`src/rtl/arb_pkg.sv`:
```
// ============================================================================
// Module      : arb_pkg
// Description : Shared constants, types and the round-robin pick helper for
//               the 4:1 round-robin arbiter (rr_arb_4to1).
// Revision    : 1.0 - initial release
// ============================================================================
`default_nettype none

package arb_pkg;

    localparam int N_REQ = 4;
    localparam int SEL_W = 2;

    // Pointer reset value: "last winner" is d, so requester a wins first
    localparam logic [SEL_W-1:0] PTR_RST = 2'b11;

    // Requester index constants (bit position in req, binary value of s1)
    localparam logic [SEL_W-1:0] REQ_A = 2'd0;
    localparam logic [SEL_W-1:0] REQ_B = 2'd1;
    localparam logic [SEL_W-1:0] REQ_C = 2'd2;
    localparam logic [SEL_W-1:0] REQ_D = 2'd3;

    // IDLE: no word held, HOLD: o/s1 carry an unconsumed word
    typedef enum logic [0:0] {
        ST_IDLE = 1'b0,
        ST_HOLD = 1'b1
    } arb_state_t;

    typedef struct packed {
        logic             found;
        logic [SEL_W-1:0] idx;
    } rr_pick_t;

    // First asserted request scanning upward from ptr+1, wrapping 3->0.
    // The 2-bit addition wraps naturally; k=N_REQ revisits ptr itself last.
    function automatic rr_pick_t rr_pick(input logic [N_REQ-1:0] req,
                                         input logic [SEL_W-1:0] ptr);
        rr_pick_t         pick;
        logic [SEL_W-1:0] cand;
        pick.found = 1'b0;
        pick.idx   = ptr;
        for (int k = 1; k <= N_REQ; k++) begin
            cand = ptr + SEL_W'(k);
            if (!pick.found && req[cand]) begin
                pick.found = 1'b1;
                pick.idx   = cand;
            end
        end
        return pick;
    endfunction

endpackage

`default_nettype wire

```
`src/rtl/rr_arb_4to1_if.sv`:
```
// ============================================================================
// Module      : rr_arb_4to1_if
// Description : Request/data/output handshake bundle of the 4:1 round-robin
//               arbiter. Optional macro RR_ARB_LOCK_EN adds the lock input.
// Revision    : 1.0 - initial release
// ============================================================================
`default_nettype none

interface rr_arb_4to1_if #(
    parameter int WIDTH = 32
);
    import arb_pkg::*;

    logic [N_REQ-1:0] req;
    logic [WIDTH-1:0] a;
    logic [WIDTH-1:0] b;
    logic [WIDTH-1:0] c;
    logic [WIDTH-1:0] d;
    logic [N_REQ-1:0] gnt;
    logic [SEL_W-1:0] s1;
    logic [WIDTH-1:0] o;
    logic             o_valid;
    logic             o_ready;
`ifdef RR_ARB_LOCK_EN
    logic             lock;
`endif

    // Requesters and downstream consumer side
    modport master (
        output req, a, b, c, d, o_ready,
`ifdef RR_ARB_LOCK_EN
        output lock,
`endif
        input  gnt, s1, o, o_valid
    );

    // Arbiter side
    modport slave (
        input  req, a, b, c, d, o_ready,
`ifdef RR_ARB_LOCK_EN
        input  lock,
`endif
        output gnt, s1, o, o_valid
    );

endinterface

`default_nettype wire

```
`src/rtl/mux_4to1.sv`:
```
// ============================================================================
// Module      : mux_4to1
// Description : Combinational 4:1 data multiplexer (select 0=a .. 3=d).
// Revision    : 1.0 - initial release
// ============================================================================
`default_nettype none

module mux_4to1
    import arb_pkg::*;
#(
    parameter int WIDTH = 32
) (
    input  logic [WIDTH-1:0] a,
    input  logic [WIDTH-1:0] b,
    input  logic [WIDTH-1:0] c,
    input  logic [WIDTH-1:0] d,
    input  logic [SEL_W-1:0] sel,
    output logic [WIDTH-1:0] y
);

    // Pure select, no state
    always_comb begin
        y = a;
        case (sel)
            REQ_A:   y = a;
            REQ_B:   y = b;
            REQ_C:   y = c;
            REQ_D:   y = d;
            default: y = a;
        endcase
    end

endmodule

`default_nettype wire

```
`src/rtl/rr_arb_4to1.sv`:
```
// ============================================================================
// Module      : rr_arb_4to1
// Description : 4-requester round-robin arbiter with a one-word registered
//               output stage (valid/ready). One capture per cycle at most;
//               gnt is combinational and marks the captured requester.
//               Optional macro RR_ARB_LOCK_EN: lock=1 restricts capture to
//               the requester currently shown on s1.
// Revision    : 1.0 - initial release
// ============================================================================
`default_nettype none

module rr_arb_4to1
    import arb_pkg::*;
#(
    parameter int WIDTH = 32
) (
    input  logic         clk,
    input  logic         rst_n,
    rr_arb_4to1_if.slave bus
);

    arb_state_t       r_state;
    arb_state_t       w_state_nxt;
    logic [SEL_W-1:0] r_ptr;
    logic [SEL_W-1:0] r_s1;
    logic [WIDTH-1:0] r_o;
    logic [WIDTH-1:0] w_mux_y;
    logic [N_REQ-1:0] w_req_eff;
    logic [N_REQ-1:0] w_gnt;
    logic             w_cap;
    logic             w_o_valid;
    rr_pick_t         w_pick;

    assign w_o_valid = (r_state == ST_HOLD);

`ifdef RR_ARB_LOCK_EN
    // Lock narrows eligibility to the requester held in s1; if it is idle,
    // nothing is eligible and nothing is captured.
    assign w_req_eff = bus.lock ? (bus.req & (N_REQ'(1) << r_s1)) : bus.req;
`else
    assign w_req_eff = bus.req;
`endif

    assign w_pick = rr_pick(w_req_eff, r_ptr);

    mux_4to1 #(
        .WIDTH (WIDTH)
    ) u_mux (
        .a   (bus.a),
        .b   (bus.b),
        .c   (bus.c),
        .d   (bus.d),
        .sel (w_pick.idx),
        .y   (w_mux_y)
    );

    // Capture decision, grant and next state; everything gated off in reset
    always_comb begin
        w_state_nxt = r_state;
        w_cap       = 1'b0;
        w_gnt       = '0;
        if (rst_n) begin
            w_cap = w_pick.found && (!w_o_valid || bus.o_ready);
            if (w_cap) begin
                w_state_nxt = ST_HOLD;
                w_gnt       = N_REQ'(1) << w_pick.idx;
            end else if (w_o_valid && bus.o_ready) begin
                w_state_nxt = ST_IDLE;
            end
        end
    end

    // State register
    always_ff @(posedge clk) begin
        if (!rst_n) begin
            r_state <= ST_IDLE;
        end else begin
            r_state <= w_state_nxt;
        end
    end

    // Output word, select and round-robin pointer load only on capture
    always_ff @(posedge clk) begin
        if (!rst_n) begin
            r_o   <= '0;
            r_s1  <= REQ_A;
            r_ptr <= PTR_RST;
        end else if (w_cap) begin
            r_o   <= w_mux_y;
            r_s1  <= w_pick.idx;
            r_ptr <= w_pick.idx;
        end
    end

    assign bus.gnt     = w_gnt;
    assign bus.s1      = r_s1;
    assign bus.o       = r_o;
    assign bus.o_valid = w_o_valid;

endmodule

`default_nettype wire

```
`src/flat_wrapper.sv`:
```
// flat-port wrapper written by rule: the top's interface ports become plain ports
module rr_arb_4to1_flat import arb_pkg::*;
#(
    parameter int WIDTH = 32
)
  (clk, rst_n, bus_req, bus_a, bus_b, bus_c, bus_d, bus_o_ready, bus_gnt, bus_s1, bus_o, bus_o_valid);
  rr_arb_4to1_if #(.WIDTH(WIDTH)) bus_i ();
  input  logic clk;
  input  logic rst_n;
  input wire logic [$bits(bus_i.req)-1:0] bus_req;
  input wire logic [$bits(bus_i.a)-1:0] bus_a;
  input wire logic [$bits(bus_i.b)-1:0] bus_b;
  input wire logic [$bits(bus_i.c)-1:0] bus_c;
  input wire logic [$bits(bus_i.d)-1:0] bus_d;
  input wire logic [$bits(bus_i.o_ready)-1:0] bus_o_ready;
  output wire logic [$bits(bus_i.gnt)-1:0] bus_gnt;
  output wire logic [$bits(bus_i.s1)-1:0] bus_s1;
  output wire logic [$bits(bus_i.o)-1:0] bus_o;
  output wire logic [$bits(bus_i.o_valid)-1:0] bus_o_valid;
  assign bus_i.req = bus_req;
  assign bus_i.a = bus_a;
  assign bus_i.b = bus_b;
  assign bus_i.c = bus_c;
  assign bus_i.d = bus_d;
  assign bus_i.o_ready = bus_o_ready;
  assign bus_gnt = bus_i.gnt;
  assign bus_s1 = bus_i.s1;
  assign bus_o = bus_i.o;
  assign bus_o_valid = bus_i.o_valid;
  rr_arb_4to1 #(.WIDTH(WIDTH)) u_core (.clk(clk), .rst_n(rst_n), .bus(bus_i));
endmodule
```
`config.mk`:
```
export PLATFORM = sky130hd
export DESIGN_NAME = rr_arb_4to1_flat
export DESIGN_NICKNAME = d
export VERILOG_FILES = /design/src/rtl/arb_pkg.sv /design/src/rtl/rr_arb_4to1_if.sv /design/src/rtl/mux_4to1.sv /design/src/rtl/rr_arb_4to1.sv /design/src/flat_wrapper.sv
export SDC_FILE = /design/constraint.sdc
export NUM_CORES = 1
export LEC_CHECK = 0
export ABC_AREA = 1
export BUFFER_PORTS_ARGS = -buffer_cell sky130_fd_sc_hd__buf_2
export CELL_PAD_IN_SITES_DETAIL_PLACEMENT = 1
export CELL_PAD_IN_SITES_GLOBAL_PLACEMENT = 2
export CORE_MARGIN = 2
export CORE_UTILIZATION = 22
export CTS_CLUSTER_SIZE = 16
export DETAILED_ROUTE_END_ITERATION = 10
export PLACE_DENSITY = 0.88
export SLEW_MARGIN = 40
export SYNTH_ARGS = -nofsm -noshare
export SYNTH_HDL_FRONTEND = slang
export SYNTH_HIERARCHICAL = 1
export SYNTH_SLANG_ARGS = --single-unit
```
`constraint.sdc`:
```
create_clock -name clk -period 3.2 [get_ports clk]
set_input_delay 0.32 -clock clk [delete_from_list [all_inputs] [get_ports clk]]
set_output_delay 0.32 -clock clk [all_outputs]
set_load 0.02 [all_outputs]
```
==> results.md <==
* Routed WL per cell at ~15 um
* Mux cell area share after synthesis at 0
* Path type of the worst setup path: flop to output port
* FMAX at ~350 MHz
* Largest family of logic cells by synthesized area: simple AND/OR/NAND/NOR gates
* Final core utilization at 0.305
* FF+latch area at between 700 and 800 sq um
* CTS tree: done
* Max-slew violations at 0
* DIE AREA at 13100 sq um
* Sum Neg Setup Slack at 0 ns
* Footprint of the multi-input gates at 1590 sq um
* Finished Layout Cells at about 700
* Post-CTS Hold Buffers at 0
* Yosys warns at 6
* Sink Count at 37
* Die W at about 110 um
* Syn-to-layout area delta at 35.9%
* CP bufs+invs at 6
* Final Hold Fails at 0
* CTS Buf Count at 5
* Max stage delay on crit path at 0.57 ns
* Highest Signal Layer: met4
* Crit path top cell by count: nand2_1
* Pwr dens at roughly 1200 nW/um^2
* Vias in the first global route at approximately 3500
* Crit path arrival time at 2.52 ns
* Worst-path clk slew at roughly 0.060 ns
* Leading area contributor after synthesis: dfxtp_1
* Clk root buf: clkbuf_16
* Placed cells at about 700
* Worst skew pair latency at roughly 0.27 ns
* Worst path slowest cell: dfxtp_1
* Final nets at 692
* Commonest non-fill, non-tap cell in the layout: buf_2
* Post-synthesis simple-gate area fraction at 0.587
* Share of cells above drive strength 1 at 0.389
* Cells after Synth at between 400 and 500
* RSZ-0062 raised after global routing: false
* Largest delay share family, worst path: buffers and inverters
* Placer Congestion at slightly below 0.8
* Mapped Area at between 2000 and 3000 sq um
* Routed Antenna Nets at 0
* Setup ws final at 0.359 ns
* Avg Inst Size Synth at 6.62 sq um
* Ant diodes at 0
* Critical Path Start Type: flop
* Synth Register Bits at 37
* Crit path time final at between 2 and 3 ns
* Post-cts resize count at 0
* H-tree lvl count at 2
* Top cells by area, synth: dfxtp_1 (28%), nand3_1 (24%), nand2_1 (18%)
* Clock skew at between 0.004 and 0.005 ns
* Total grt overflow at 0
* Via count at ~3400
* Initial antenna violation count at 0
* Area share of fa/ha/maj cells after synthesis at 0
* Met2 wire len at roughly 5400 um
* Hpwl dp at slightly above 8000 um
* Tcrit/Tclk final at 0.888
* Mapped Nets at 540
* Initial DRT Pass Iterations at 5
* Fillers at about 1500
* Pre-CTS setup slack at roughly 0.62 ns
* Total leakage power at 1.93 nW
* Reported max-cap violation count at 0
* Most frequent cells in the layout: buf_2 (173), nand2_1 (128), nand3_1 (126)
* Sequential area share after synthesis at 0.276
* Endpoints failing setup at 0
* I/O pin cnt at 174
* Via-to-Cell Ratio at ~4.8
* Final wirelength at between 10000 and 15000 um
* # port buffers at 173
* Iteration-0 DRC Markers at 100
* Metal-1 WL at around 4800 um
* Synth cell types at 24
* Post-synthesis compound-gate area fraction at 0.00560
* Worst VDD drop at between 0.0005 and 0.0006 V
* Largest fanout on the critical path at 32
* Critical-path cell list: inv_4, nand2_1, nand2_1, nand2_2, nand2_4, inv_2, nand3_1, inv_1, nand2_1, nand2_2, buf_4, inv_1, nor2_1, buf_2
* First-pass GRT wire length at 16700 um
* HP Class: input pin to flop
* CP required at 2.88 ns
* Tightest Pin Transition at 0.645 ns
* Largest net degree at the start of global routing at 38
* Die Y at ~110 um
* Post-Synth XOR/XNOR Area at 0
* Initial Util at 0.224
* Clk buf depth at 2
* Outcome: complete, no violations
* WL met3 at 525 um
* Core area at 12000 sq um
* Synth top area share at 0.276
* Relative slew slack at 0.569
* Gr usage total at 0.159
* DRC at 0
* Crit path capture type: output port
* Postcts setup bufs at 0
* Placement Rows at 40
## cell type report
cell class / instances / share of cell area
clock inverter: 1 / 0.00137
clock buffer: 7 / 0.0419
inverter: 12 / 0.0137
sequential: 37 / 0.203
timing repair buffer: 179 / 0.253
tap: 147 / 0.0504
multi-input combinational: 322 / 0.436
## sequential cells by signal (all words and copies together) (netlist names)
signal / flops
u_core/bus.o: 32
u_core/r_ptr: 2
u_core/bus.o_valid: 1
u_core/bus.s1: 2
## cell families after synthesis
group / after synthesis
compound gates: 3
buf+inv: 46
flops: 37
simple gates: 319
## per-layer routing
metal	GRT usage	vias to the layer above
met1	0.194	1577
li1	-	1687
met4	0.0260	0
met3	0.0318	4
met2	0.291	94
met5	0	-
## report_power, final
part,internal [mW],switching [mW]
clock network,0.330,0.181
logic,1.02,2.27
registers,0.643,0.102
## worst min-delay path: cells and delay by family
| family | cells | cell delay, ns |
|---|---|---|
| simple gates | 4 | 0.20 |
| buf+inv | 1 | 0.07 |
## synthesized netlist by cell type (all sizes together)
library cell  number
nand3            136
nand2            138
buf               31
and2               1
nor2              11
o21ai              2
clkbuf             3
a21oi              1
nand4             32
inv               12
dfxtp             37
nand3b             1
## path summary, 6_finish.rpt
| kind | from | end | slack (ns) | cells past startpoint |
|---|---|---|---|---|
| setup / recovery | u_core/r_ptr[0]$_SDFFE_PN1P_ | bus_gnt[3] | 0.36 | 14 |
| hold / removal | bus_a[28] | u_core/bus.o[28]$_SDFFE_PN0P_ | 0.35 | 5 |
| setup reg to reg | u_core/r_ptr[0]$_SDFFE_PN1P_ | u_core/bus.o[3]$_SDFFE_PN0P_ | 0.61 | 17 |
| hold reg to reg | u_core/bus.o[21]$_SDFFE_PN0P_ | u_core/bus.o[21]$_SDFFE_PN0P_ | 0.46 | 2 |
## through the flow
step	power (mW)	hold slack [ns]	cell area, sq um
finish	4.54	0.351	3650
global route	4.99	0.382	3650
CTS	4.62	0.353	3650
detailed placement	4.09	0.460	3490
global placement	3.99	0.450	3490
floorplan	3.56	0.527	2680
Power figures use the tool's default switching activity.
